<file path="config.mk">
export PLATFORM = sky130hd
export DESIGN_NAME = motor_cmd_sequencer
export DESIGN_NICKNAME = d
export VERILOG_FILES = /design/src/rtl/motor_cmd_sequencer.sv
export SDC_FILE = /design/constraint.sdc
export NUM_CORES = 1
export LEC_CHECK = 0
export ABC_AREA = 1
export BUFFER_PORTS_ARGS = -buffer_cell sky130_fd_sc_hd__clkbuf_2
export CORE_MARGIN = 2
export CORE_UTILIZATION = 40
export DETAILED_ROUTE_END_ITERATION = 16
export GPL_TIMING_DRIVEN = 0
export SYNTH_ARGS = -nofsm -noshare
export SYNTH_HDL_FRONTEND = slang
export SYNTH_SLANG_ARGS = --single-unit
</file>
<file path="constraint.sdc">
create_clock -name Clk -period 2.05 [get_ports Clk]
set_clock_uncertainty 0.05 [all_clocks]
set_input_delay 0.1025 -clock Clk [delete_from_list [all_inputs] [get_ports Clk]]
set_output_delay 0.1025 -clock Clk [all_outputs]
set_load 0.05 [all_outputs]
</file>
<file path="src/rtl/motor_cmd_sequencer.sv">
// Purpose : open/close motor sequencer driven by UART command bytes, with end-stops, dead-time and travel timeout.
// Latency : registered outputs; a command or synchronised limit changes motor/busy/fault/TxValid one clock later.
// Backpressure: none on RxDone; a status byte waits on TxValid until TxDone, newer reports overwrite (last wins).
//
// Ports:
//   Clk, Rst_n            single clock, asynchronous active-low reset
//   RxData, RxDone        received command byte, qualified by a one-cycle RxDone pulse
//   finalcarrera1/2       open / closed end-stops (asynchronous, synchronised internally)
//   TxDone                one-cycle pulse: TX finished sending TxData
//   motor1, motor2        drive open / drive close (never both high)
//   busy, fault           in a dead-time or travelling state / in the fault state
//   TxData, TxValid       pending status byte ('O','K','S','F')
//
// Optional feature: define STATUS_REPORT_EN to build the status-report path.
// Without it TxData/TxValid are tied low and TxDone is ignored; the FSM is identical.

module motor_cmd_sequencer #(
  parameter int unsigned DEADTIME_CYC = 50000,
  parameter int unsigned TIMEOUT_CYC  = 500000000,
  parameter logic [7:0]  CMD_OPEN     = 8'h41,
  parameter logic [7:0]  CMD_CLOSE    = 8'h43,
  parameter logic [7:0]  CMD_STOP     = 8'h53
) (
  input  logic       Clk,
  input  logic       Rst_n,
  input  logic [7:0] RxData,
  input  logic       RxDone,
  input  logic       finalcarrera1,
  input  logic       finalcarrera2,
  input  logic       TxDone,
  output logic       motor1,
  output logic       motor2,
  output logic       busy,
  output logic       fault,
  output logic [7:0] TxData,
  output logic       TxValid
);

  localparam logic [31:0] DEAD_LAST = 32'(DEADTIME_CYC - 1);
  localparam logic [31:0] TMO_LAST  = 32'(TIMEOUT_CYC - 1);

  localparam logic [7:0] RPT_OPEN   = 8'h4F;  // 'O' reached open end
  localparam logic [7:0] RPT_CLOSED = 8'h4B;  // 'K' reached closed end
  localparam logic [7:0] RPT_STOP   = 8'h53;  // 'S' stopped / fault cleared
  localparam logic [7:0] RPT_FAULT  = 8'h46;  // 'F' fault

  typedef enum logic [2:0] {
    ST_IDLE,
    ST_DEAD_OPEN,
    ST_OPENING,
    ST_DEAD_CLOSE,
    ST_CLOSING,
    ST_FAULT
  } state_t;

  state_t      state, state_nx;
  logic [31:0] dead_cnt, tmo_cnt;
  logic        dead_clr, dead_inc, tmo_clr, tmo_inc;
  logic        rpt_vld;
  logic [7:0]  rpt_byte;

  // Two-flop synchronisers for the end-stops; all decisions use lim_o/lim_c.
  logic lim_o_meta, lim_o, lim_c_meta, lim_c;

  always_ff @(posedge Clk or negedge Rst_n) begin
    if (!Rst_n) begin
      lim_o_meta <= 1'b0;
      lim_o      <= 1'b0;
      lim_c_meta <= 1'b0;
      lim_c      <= 1'b0;
    end else begin
      lim_o_meta <= finalcarrera1;
      lim_o      <= lim_o_meta;
      lim_c_meta <= finalcarrera2;
      lim_c      <= lim_c_meta;
    end
  end

  logic cmd_open, cmd_close, cmd_stop;
  assign cmd_open  = RxDone && (RxData == CMD_OPEN);
  assign cmd_close = RxDone && (RxData == CMD_CLOSE);
  assign cmd_stop  = RxDone && (RxData == CMD_STOP);

  // Branch order inside each state encodes the per-cycle priority:
  // both limits, reached limit, timeout, then command. A losing command is dropped.
  always_comb begin
    state_nx = state;
    dead_clr = 1'b0;
    dead_inc = 1'b0;
    tmo_clr  = 1'b0;
    tmo_inc  = 1'b0;
    rpt_vld  = 1'b0;
    rpt_byte = 8'h00;

    if (lim_o && lim_c) begin
      state_nx = ST_FAULT;
      // Report only on entry so a held double-limit does not spam the TX path.
      if (state != ST_FAULT) begin
        rpt_vld  = 1'b1;
        rpt_byte = RPT_FAULT;
      end
    end else begin
      unique case (state)
        ST_IDLE: begin
          if (cmd_open) begin
            if (lim_o) begin
              rpt_vld  = 1'b1;
              rpt_byte = RPT_OPEN;
            end else begin
              state_nx = ST_DEAD_OPEN;
              dead_clr = 1'b1;
            end
          end else if (cmd_close) begin
            if (lim_c) begin
              rpt_vld  = 1'b1;
              rpt_byte = RPT_CLOSED;
            end else begin
              state_nx = ST_DEAD_CLOSE;
              dead_clr = 1'b1;
            end
          end else if (cmd_stop) begin
            rpt_vld  = 1'b1;
            rpt_byte = RPT_STOP;
          end
        end

        ST_DEAD_OPEN: begin
          if (cmd_stop) begin
            state_nx = ST_IDLE;
            rpt_vld  = 1'b1;
            rpt_byte = RPT_STOP;
          end else if (cmd_close) begin
            state_nx = ST_DEAD_CLOSE;
            dead_clr = 1'b1;
          end else if (dead_cnt == DEAD_LAST) begin
            state_nx = ST_OPENING;
            tmo_clr  = 1'b1;
          end else begin
            dead_inc = 1'b1;
          end
        end

        ST_DEAD_CLOSE: begin
          if (cmd_stop) begin
            state_nx = ST_IDLE;
            rpt_vld  = 1'b1;
            rpt_byte = RPT_STOP;
          end else if (cmd_open) begin
            state_nx = ST_DEAD_OPEN;
            dead_clr = 1'b1;
          end else if (dead_cnt == DEAD_LAST) begin
            state_nx = ST_CLOSING;
            tmo_clr  = 1'b1;
          end else begin
            dead_inc = 1'b1;
          end
        end

        ST_OPENING: begin
          if (lim_o) begin
            state_nx = ST_IDLE;
            rpt_vld  = 1'b1;
            rpt_byte = RPT_OPEN;
          end else if (tmo_cnt == TMO_LAST) begin
            state_nx = ST_FAULT;
            rpt_vld  = 1'b1;
            rpt_byte = RPT_FAULT;
          end else if (cmd_stop) begin
            state_nx = ST_IDLE;
            rpt_vld  = 1'b1;
            rpt_byte = RPT_STOP;
          end else if (cmd_close) begin
            // Reversal always goes through a fresh dead-time.
            state_nx = ST_DEAD_CLOSE;
            dead_clr = 1'b1;
          end else begin
            tmo_inc = 1'b1;
          end
        end

        ST_CLOSING: begin
          if (lim_c) begin
            state_nx = ST_IDLE;
            rpt_vld  = 1'b1;
            rpt_byte = RPT_CLOSED;
          end else if (tmo_cnt == TMO_LAST) begin
            state_nx = ST_FAULT;
            rpt_vld  = 1'b1;
            rpt_byte = RPT_FAULT;
          end else if (cmd_stop) begin
            state_nx = ST_IDLE;
            rpt_vld  = 1'b1;
            rpt_byte = RPT_STOP;
          end else if (cmd_open) begin
            state_nx = ST_DEAD_OPEN;
            dead_clr = 1'b1;
          end else begin
            tmo_inc = 1'b1;
          end
        end

        ST_FAULT: begin
          // The double-limit case was handled above, so STOP here is always legal.
          if (cmd_stop) begin
            state_nx = ST_IDLE;
            rpt_vld  = 1'b1;
            rpt_byte = RPT_STOP;
          end
        end

        default: state_nx = ST_IDLE;
      endcase
    end
  end

  always_ff @(posedge Clk or negedge Rst_n) begin
    if (!Rst_n) begin
      state <= ST_IDLE;
    end else begin
      state <= state_nx;
    end
  end

  always_ff @(posedge Clk or negedge Rst_n) begin
    if (!Rst_n) begin
      dead_cnt <= 32'd0;
    end else if (dead_clr) begin
      dead_cnt <= 32'd0;
    end else if (dead_inc) begin
      dead_cnt <= dead_cnt + 32'd1;
    end
  end

  // Saturating, although the timeout compare normally leaves the state first.
  always_ff @(posedge Clk or negedge Rst_n) begin
    if (!Rst_n) begin
      tmo_cnt <= 32'd0;
    end else if (tmo_clr) begin
      tmo_cnt <= 32'd0;
    end else if (tmo_inc && (tmo_cnt != 32'hFFFF_FFFF)) begin
      tmo_cnt <= tmo_cnt + 32'd1;
    end
  end

  // Outputs are flops decoded from the next state, so they track the state
  // register exactly and have no combinational path from any input.
  always_ff @(posedge Clk or negedge Rst_n) begin
    if (!Rst_n) begin
      motor1 <= 1'b0;
      motor2 <= 1'b0;
      busy   <= 1'b0;
      fault  <= 1'b0;
    end else begin
      motor1 <= (state_nx == ST_OPENING);
      motor2 <= (state_nx == ST_CLOSING);
      busy   <= (state_nx == ST_DEAD_OPEN) || (state_nx == ST_OPENING) ||
                (state_nx == ST_DEAD_CLOSE) || (state_nx == ST_CLOSING);
      fault  <= (state_nx == ST_FAULT);
    end
  end

`ifdef STATUS_REPORT_EN
  // A new report beats a simultaneous TxDone and overwrites any pending byte.
  always_ff @(posedge Clk or negedge Rst_n) begin
    if (!Rst_n) begin
      TxData  <= 8'h00;
      TxValid <= 1'b0;
    end else if (rpt_vld) begin
      TxData  <= rpt_byte;
      TxValid <= 1'b1;
    end else if (TxDone) begin
      TxValid <= 1'b0;
    end
  end
`else
  assign TxData  = 8'h00;
  assign TxValid = 1'b0;

  logic unused_rpt;
  assign unused_rpt = ^{TxDone, rpt_vld, rpt_byte};
`endif

endmodule

</file>
==> flow_summary.yaml, run 1 <==
clocking:
  path_clk_slew_ns: 0.06
  cts_tree: "yes"
  cts_buffer_depth: 2
  cts_root_buffer: "clkbuf_16"
  cts_buffers: 9
  clk_latency_ns: 0.35
  h-tree-depth: 3
  cts_sinks: 75
finish:
  layout_commonest_cell: "nand2_1"
  mostFrequentLayoutCells: "238 x nand2_1, 100 x nor2_1, 83 x inv_1, 68 x dfrtp_1, 49 x buf_4"
  drive_above_1_share_pct: 23.0
  post-route-util_pct: 52.9
  n_antenna_cell: 0
  final_area_um2: 7070
  synthToLayoutAreaGrowth_pct: 28.7
  layout.nets: 936
timing:
  hold_viol: 0
  setup-tns-final_ns: 0
  drv_slew: 0
  worstMarginPinSlew_ns: 0.514
  fin_crit_sh_pct: 99.8
  relSlewSlack_pct: 65.4
  rsz0062_at_grt: "true"
  setup_viol: 0
  clock.fmax_mhz: 489
  fin_crit_ns: 2.05
power:
  ir_drop_mv: 0.381
  p_sw_share_pct: 36.7
  cellPowerDensity_nw_per_um2: 741
  pwr-share-clk_pct: 31.8
  total_power_mw: 5.24
  leakagePower_nw: 3.37
  switchingPower_mw: 1.92
  p_comb_share_pct: 33.9
  seqPwrFrac_pct: 34.3
  p_int_mw: 3.31
die:
  core_um2: 13300
  dieArea_um2: 14700
  row_count: 42
  chipWidth_um: 121
  initial_core_util_pct: 41.1
  io_pins: 27
  dieHeight_um: 121
placement:
  hpwl_um: 11000
  numPortBuffers: 16
  place_congestion: 0.945
  dpl_cell_area_um2: 5850
route:
  first_pass_iters: 5
  antenna_left: 0
  vias_per_cell: 5.07
  vias: 5578
  drc: 0
  wl_um: 15800
  drt_iter0_markers: 528
  avgRoutedWirePerCell_um: 14.3
global_route:
  grt_first_pass_wirelength_um: 25100
  grt_max_degree: 46
  track_usage_pct: 21.7
  grt_remaining_overflow: 0
  grt_pass1_vias: 5110
  antenna_found_initial: 0
logic_synthesis:
  ys_ff_latch: 75
  yosys_warnings: 0
  syn_inst: 835
  yosys_most_used_dff: "dfrtp_1"
  synth-edff-count: 0
  syn_area_um2: 5490
  async_flop_share_pct: 100
  ys_types: 34
  avgSynthCellArea_um2: 6.58
  yosysSeqAreaShare_pct: 34.2
critical_path:
  cp.required_ns: 2.23
  cp-start-kind: "flop"
  crit_type: "flop to flop"
  worstPathMaxFanout: 10
  worstSetupEndpointType: "flop"
  cp.arrival_ns: 2.23
hold_path:
  hold_path_class: "input port to asynchronous set/reset pin"
flow_run:
  drv_cap: 0
outcome:
  outcome: "finished clean"
power by group through the flow:
stage               combinational [mW]  sequential [mW]  clock [mW]
floorplan                        0.831             1.87           0
finish                            1.77             1.80        1.67
CTS                               1.46             1.78        1.70
global route                      1.94             1.82        1.77
detailed placement                1.25             1.81           0
global placement                  1.23             1.81           0
sequential cells by signal, summed over array words and instances (netlist names):
signal / flops
busy: 1
dead_cnt: 32
fault: 1
lim_c: 1
lim_c_meta: 1
lim_o: 1
lim_o_meta: 1
motor1: 1
motor2: 1
state: 3
tmo_cnt: 32
per-stage QoR:
stage / setup slack, ns / hold slack, ns / cells
2_1_floorplan: 0.00492 / -0.243 / 843
3_3_place_gp: -0.431 / 0.173 / 1035
3_5_place_dp: -0.424 / 0.0797 / 1036
4_1_cts: -0.0343 / 0.254 / 1071
5_1_grt: -0.137 / 0.277 / 1101
6_report: 0.00428 / 0.240 / 1101
area by class of cell:
| cell class | instances | area, um2 |
|---|---|---|
| clock buffer | 15 | 278 |
| buffer | 22 | 210 |
| tap | 176 | 220 |
| fill | 1303 | 6280 |
| inverter | 101 | 392 |
| timing repair buffer | 65 | 562 |
| multi-input combinational | 646 | 3490 |
| clock inverter | 1 | 30.0 |
| sequential | 75 | 1890 |
worst max-delay path, stage by stage, from the launching register on:
cell and delay (ns):
dfrtp_1 0.37, ha_2 0.22, nand3_4 0.09, inv_4 0.10
nand3_4 0.07, nor2_4 0.19, nand2_4 0.09, nor2_4 0.13
nand3_4 0.11, nand2_4 0.12, inv_4 0.04, buf_6 0.12
buf_8 0.13, nand2_1 0.06, nand2_1 0.05
layer usage:
layer	track usage (%)	share of wire, %	routed length [um]	vias up
li1	-	-	-	2809
met1	29.7	47	7370	2553
met2	34.2	45	7170	173
met3	3.85	5.1	805	43
met4	8.26	2.8	444	0
met5	0	0	0	-
repair_timing:
action,in CTS,in global routing
gates cloned,0,4
setup buffers,16,26
endpoints found under the hold margin,32,0
hold buffers,3,0
resized for setup,44,102
endpoints found under the setup margin,66,67
pin swaps,10,33
worst paths after layout:
kind                        startpoint  cells after the start            to  slack (ns)
min in group Clk            lim_c_meta                      0         lim_c        0.30
max in group asynchronous        Rst_n                      3  dead_cnt[22]        1.12
hold reg to reg             lim_c_meta                      0         lim_c        0.30
hold / removal                   Rst_n                      2  dead_cnt[19]        0.24
setup / recovery           dead_cnt[0]                     14   tmo_cnt[24]       0.004
setup reg to reg           dead_cnt[0]                     14   tmo_cnt[24]       0.004
cells in the mapped netlist, types with 3 or more instances:
master,instances,area (um2)
nand3b_1,23,173
buf_4,11,82.6
nand3_1,59,295
nand4_1,33,206
xor2_1,34,298
nor2_4,3,33.8
xnor2_1,9,78.8
nand2_1,267,1000
a21oi_1,7,35.0
inv_2,6,22.5
buf_2,7,35.0
dfrtp_1,75,1880
nor2_1,118,443
inv_1,94,353
o21ai_0,12,60.1
nor4_1,7,43.8
nor3_1,36,180
nand2_2,7,43.8
nor2_2,7,43.8
cells by family (layout without fill, tap and decap cells):
logic type / after synthesis / count (layout) / share of synthesized area, %
AO/OA/AOI/OAI: 25 / 25 / 2.67
XOR/XNOR: 43 / 43 / 6.86
adder cells (fa/ha/maj): 2 / 2 / 0.456
buffers and inverters: 123 / 204 / 9.80
flip-flops: 75 / 75 / 34.2
other: 1 / 9 / 0.0683
AND/OR/NAND/NOR: 566 / 567 / 46.0
Power figures use the tool's default switching activity.
==> inputs of run 2 (changes only) <==
--- a/config.mk
+++ b/config.mk
@@ -5,12 +5,14 @@
 export SDC_FILE = /design/constraint.sdc
 export NUM_CORES = 1
 export LEC_CHECK = 0
-export ABC_AREA = 1
 export BUFFER_PORTS_ARGS = -buffer_cell sky130_fd_sc_hd__clkbuf_2
+export CELL_PAD_IN_SITES_DETAIL_PLACEMENT = 1
+export CELL_PAD_IN_SITES_GLOBAL_PLACEMENT = 2
 export CORE_MARGIN = 2
-export CORE_UTILIZATION = 40
+export CORE_UTILIZATION = 35
 export DETAILED_ROUTE_END_ITERATION = 16
 export GPL_TIMING_DRIVEN = 0
+export PLACE_DENSITY_LB_ADDON = 0.1
 export SYNTH_ARGS = -nofsm -noshare
 export SYNTH_HDL_FRONTEND = slang
 export SYNTH_SLANG_ARGS = --single-unit
==> run 2 against run 1 <==
Against the previous run:
- the run now ends with negative setup slack left
- hold slack better by 0.032 ns
- final cell count down 27%
- fmax down 20%
- critical path type unchanged
- synthesized cell count down 37%
- die area down 3.5%
- clock power down 9%
- count of clock-buffer cells in the layout down 3
- routed wire length up 1.2%
- sequential cell count unchanged
- non-clock buffer count up 33
- final area down 5.4%
==> flow_summary.yaml, run 2 <==
power:
  total_power_mw: 6.86
  cellPowerDensity_nw_per_um2: 1030
  leakagePower_nw: 2.67
  ir_drop_mv: 0.961
critical_path:
  r2r_start: "dead_cnt[16]"
  slowest_stage: "dfrtp_1"
  cp.required_ns: 2.23
  crit_type: "flop to flop"
  worstPathCellList: "nor4_2 > nand4_1 > nor4_2 > buf_4 > buf_6 > nor2b_1 > o311a_1 > or3_1"
  critPathBufInv: 2
  critPathMaxStageDelay_ns: 0.46
  cp.arrival_ns: 2.72
  crit_start: "dead_cnt[16]"
  crit_cells: 8
  cp_top_family: "simple AND/OR/NAND/NOR gates"
  reg2regPathDepth: 8
  cp-start-kind: "flop"
  worstSetupEndpointType: "flop"
  cpMostUsedCell: "nor4_2"
  worstPathMaxFanout: 5
die:
  io_pins: 27
  dieArea_um2: 14200
  chipWidth_um: 119
  initial_core_util_pct: 35.4
  row_count: 42
  core_um2: 13100
  dieHeight_um: 119
placement:
  numPortBuffers: 16
  pre_cts_ws_ns: -0.848
  place_congestion: 0.781
  hpwl_um: 9960
timing:
  worstMarginPinSlew_ns: 0.615
  relSlewSlack_pct: 58.7
  setup_viol: 70
  hold_viol: 0
  setup-tns-final_ns: -23.68
  setup_ws_ns: -0.496
  fin_crit_ns: 2.55
  fin_crit_sh_pct: 124
  clock.fmax_mhz: 393
  drv_slew: 0
  timing.hold.ws_ns: 0.272
  rsz0062_at_grt: "true"
logic_synthesis:
  syn_area_um2: 4630
  async_flop_share_pct: 100
  syn_inst: 528
  yosys.area.top_type: "dfrtp_1"
  avgSynthCellArea_um2: 8.77
  ys_types: 61
  ys_top_cells_by_count: "75 x dfrtp_1, 48 x nand2_1, 44 x nor2_1"
  yosys_most_used_dff: "dfrtp_1"
  synth_top_area_share_pct: 40.5
  yosys_warnings: 0
  yosysSeqAreaShare_pct: 40.5
  synth.most_common_cell: "dfrtp_1"
  ys_top_cells_by_area: "dfrtp_1 41%, xnor2_1 5.9%, nor4_1 4.7%"
  ys_ff_latch: 75
  synth-edff-count: 0
global_route:
  grt_pass1_vias: 4825
  grt_max_degree: 40
  grt_remaining_overflow: 0
  grt_first_pass_wirelength_um: 26000
  track_usage_pct: 23.4
  antenna_found_initial: 0
route:
  avgRoutedWirePerCell_um: 19.7
  vias: 4624
  antenna_left: 0
  drc: 0
  first_pass_iters: 6
  wl_um: 16000
  drt_iter0_markers: 225
  vias_per_cell: 5.72
finish:
  n_antenna_cell: 0
  mostFrequentLayoutCells: "62 x buf_4, 62 x dfrtp_1, 46 x nand2_1, 38 x nor2_1, 30 x xnor2_1"
  largestRegisters: "dead_cnt: 32 flops, tmo_cnt: 32 flops, state: 3 flops"
  layout.nets: 644
  synthToLayoutAreaGrowth_pct: 44.4
  drive_above_1_share_pct: 36.5
  fill_cells: 1463
  post-route-util_pct: 51.1
clocking:
  cts_buffer_depth: 2
  cts_tree: "yes"
  clk_latency_ns: 0.35
  cts_sinks: 75
  cts_root_buffer: "clkbuf_16"
  h-tree-depth: 3
  cts_buffers: 9
  path_clk_slew_ns: 0.06
hold_path:
  hold_path_class: "input port to asynchronous set/reset pin"
outcome:
  violations: "negative setup slack"
  outcome: "finished with violations"
flow_run:
  drv_cap: 0
-- run 2: cell types whose count changed in the layout (fill, tap and decap cells not counted), moves of 20 or more --
cell,before,now
nand2_1,238,46
inv_1,83,4
nor2_1,100,38
xor2_1,34,1
nand2_2,31,1
nand3b_1,23,1
nand3_1,48,27
xnor2_1,9,30
nor3_1,30,10
-- run 2: cells by family (layout without fill, tap and decap cells) --
kind of cell / count (synthesis) / count (layout) / share of synthesized area, %
simple gates: 296 / 296 / 36.5
other cells: 1 / 9 / 0.0810
mux: 9 / 9 / 1.94
buf+inv: 43 / 140 / 4.70
flops: 75 / 75 / 40.5
compound gates: 70 / 70 / 9.67
fa+ha+maj: 2 / 2 / 0.540
xor+xnor: 32 / 32 / 6.05
-- run 2: report_power, final --
group	internal, mW	leakage (nW)	switching, mW
Clock	0.852	0.133	0.664
Sequential	1.80	0.868	0.441
Combinational	1.25	1.67	1.85
-- run 2: final timing paths --
| check | to | slack (ns) |
|---|---|---|
| max | busy | -0.50 |
| min | tmo_cnt[25] | 0.27 |
| max reg2reg | busy | -0.50 |
| min reg2reg | lim_c | 0.30 |
| max in group asynchronous | dead_cnt[14] | 1.02 |
| min in group Clk | lim_c | 0.30 |
-- run 2: per-layer routing --
metal / vias to the layer above / GRT usage (%) / share of wire (%)
li1: 2147 / - / -
met1: 2402 / 30.9 / 46
met2: 64 / 38.8 / 50
met3: 11 / 5.22 / 3.4
met4: 0 / 5.88 / 0.81
met5: - / 0 / 0
-- run 2: timing repair --
action	CTS	global route
endpoints found under the hold margin	38	0
pin swaps	40	39
setup endpoints to repair	71	70
gates cloned	4	0
hold buffers	3	0
setup buffers	42	26
gates resized for setup	122	53
-- run 2: through the flow --
step	area (um2)	cells
after floorplan	4830	536
after global placement	5130	728
after detailed placement	5160	730
after CTS	6410	791
after global routing	6690	809
final	6690	809
-- run 2: final cells by class --
class	instances	area, um2	area share, %
multi-input cells	418	3230	48.3
flip-flops and latches	75	1890	28.3
repair buffers	89	757	11.3
plain buffers	31	298	4.45
clock buffers	12	246	3.69
well taps	176	220	3.29
clock inverters	4	26.3	0.393
inverters	4	15.0	0.225
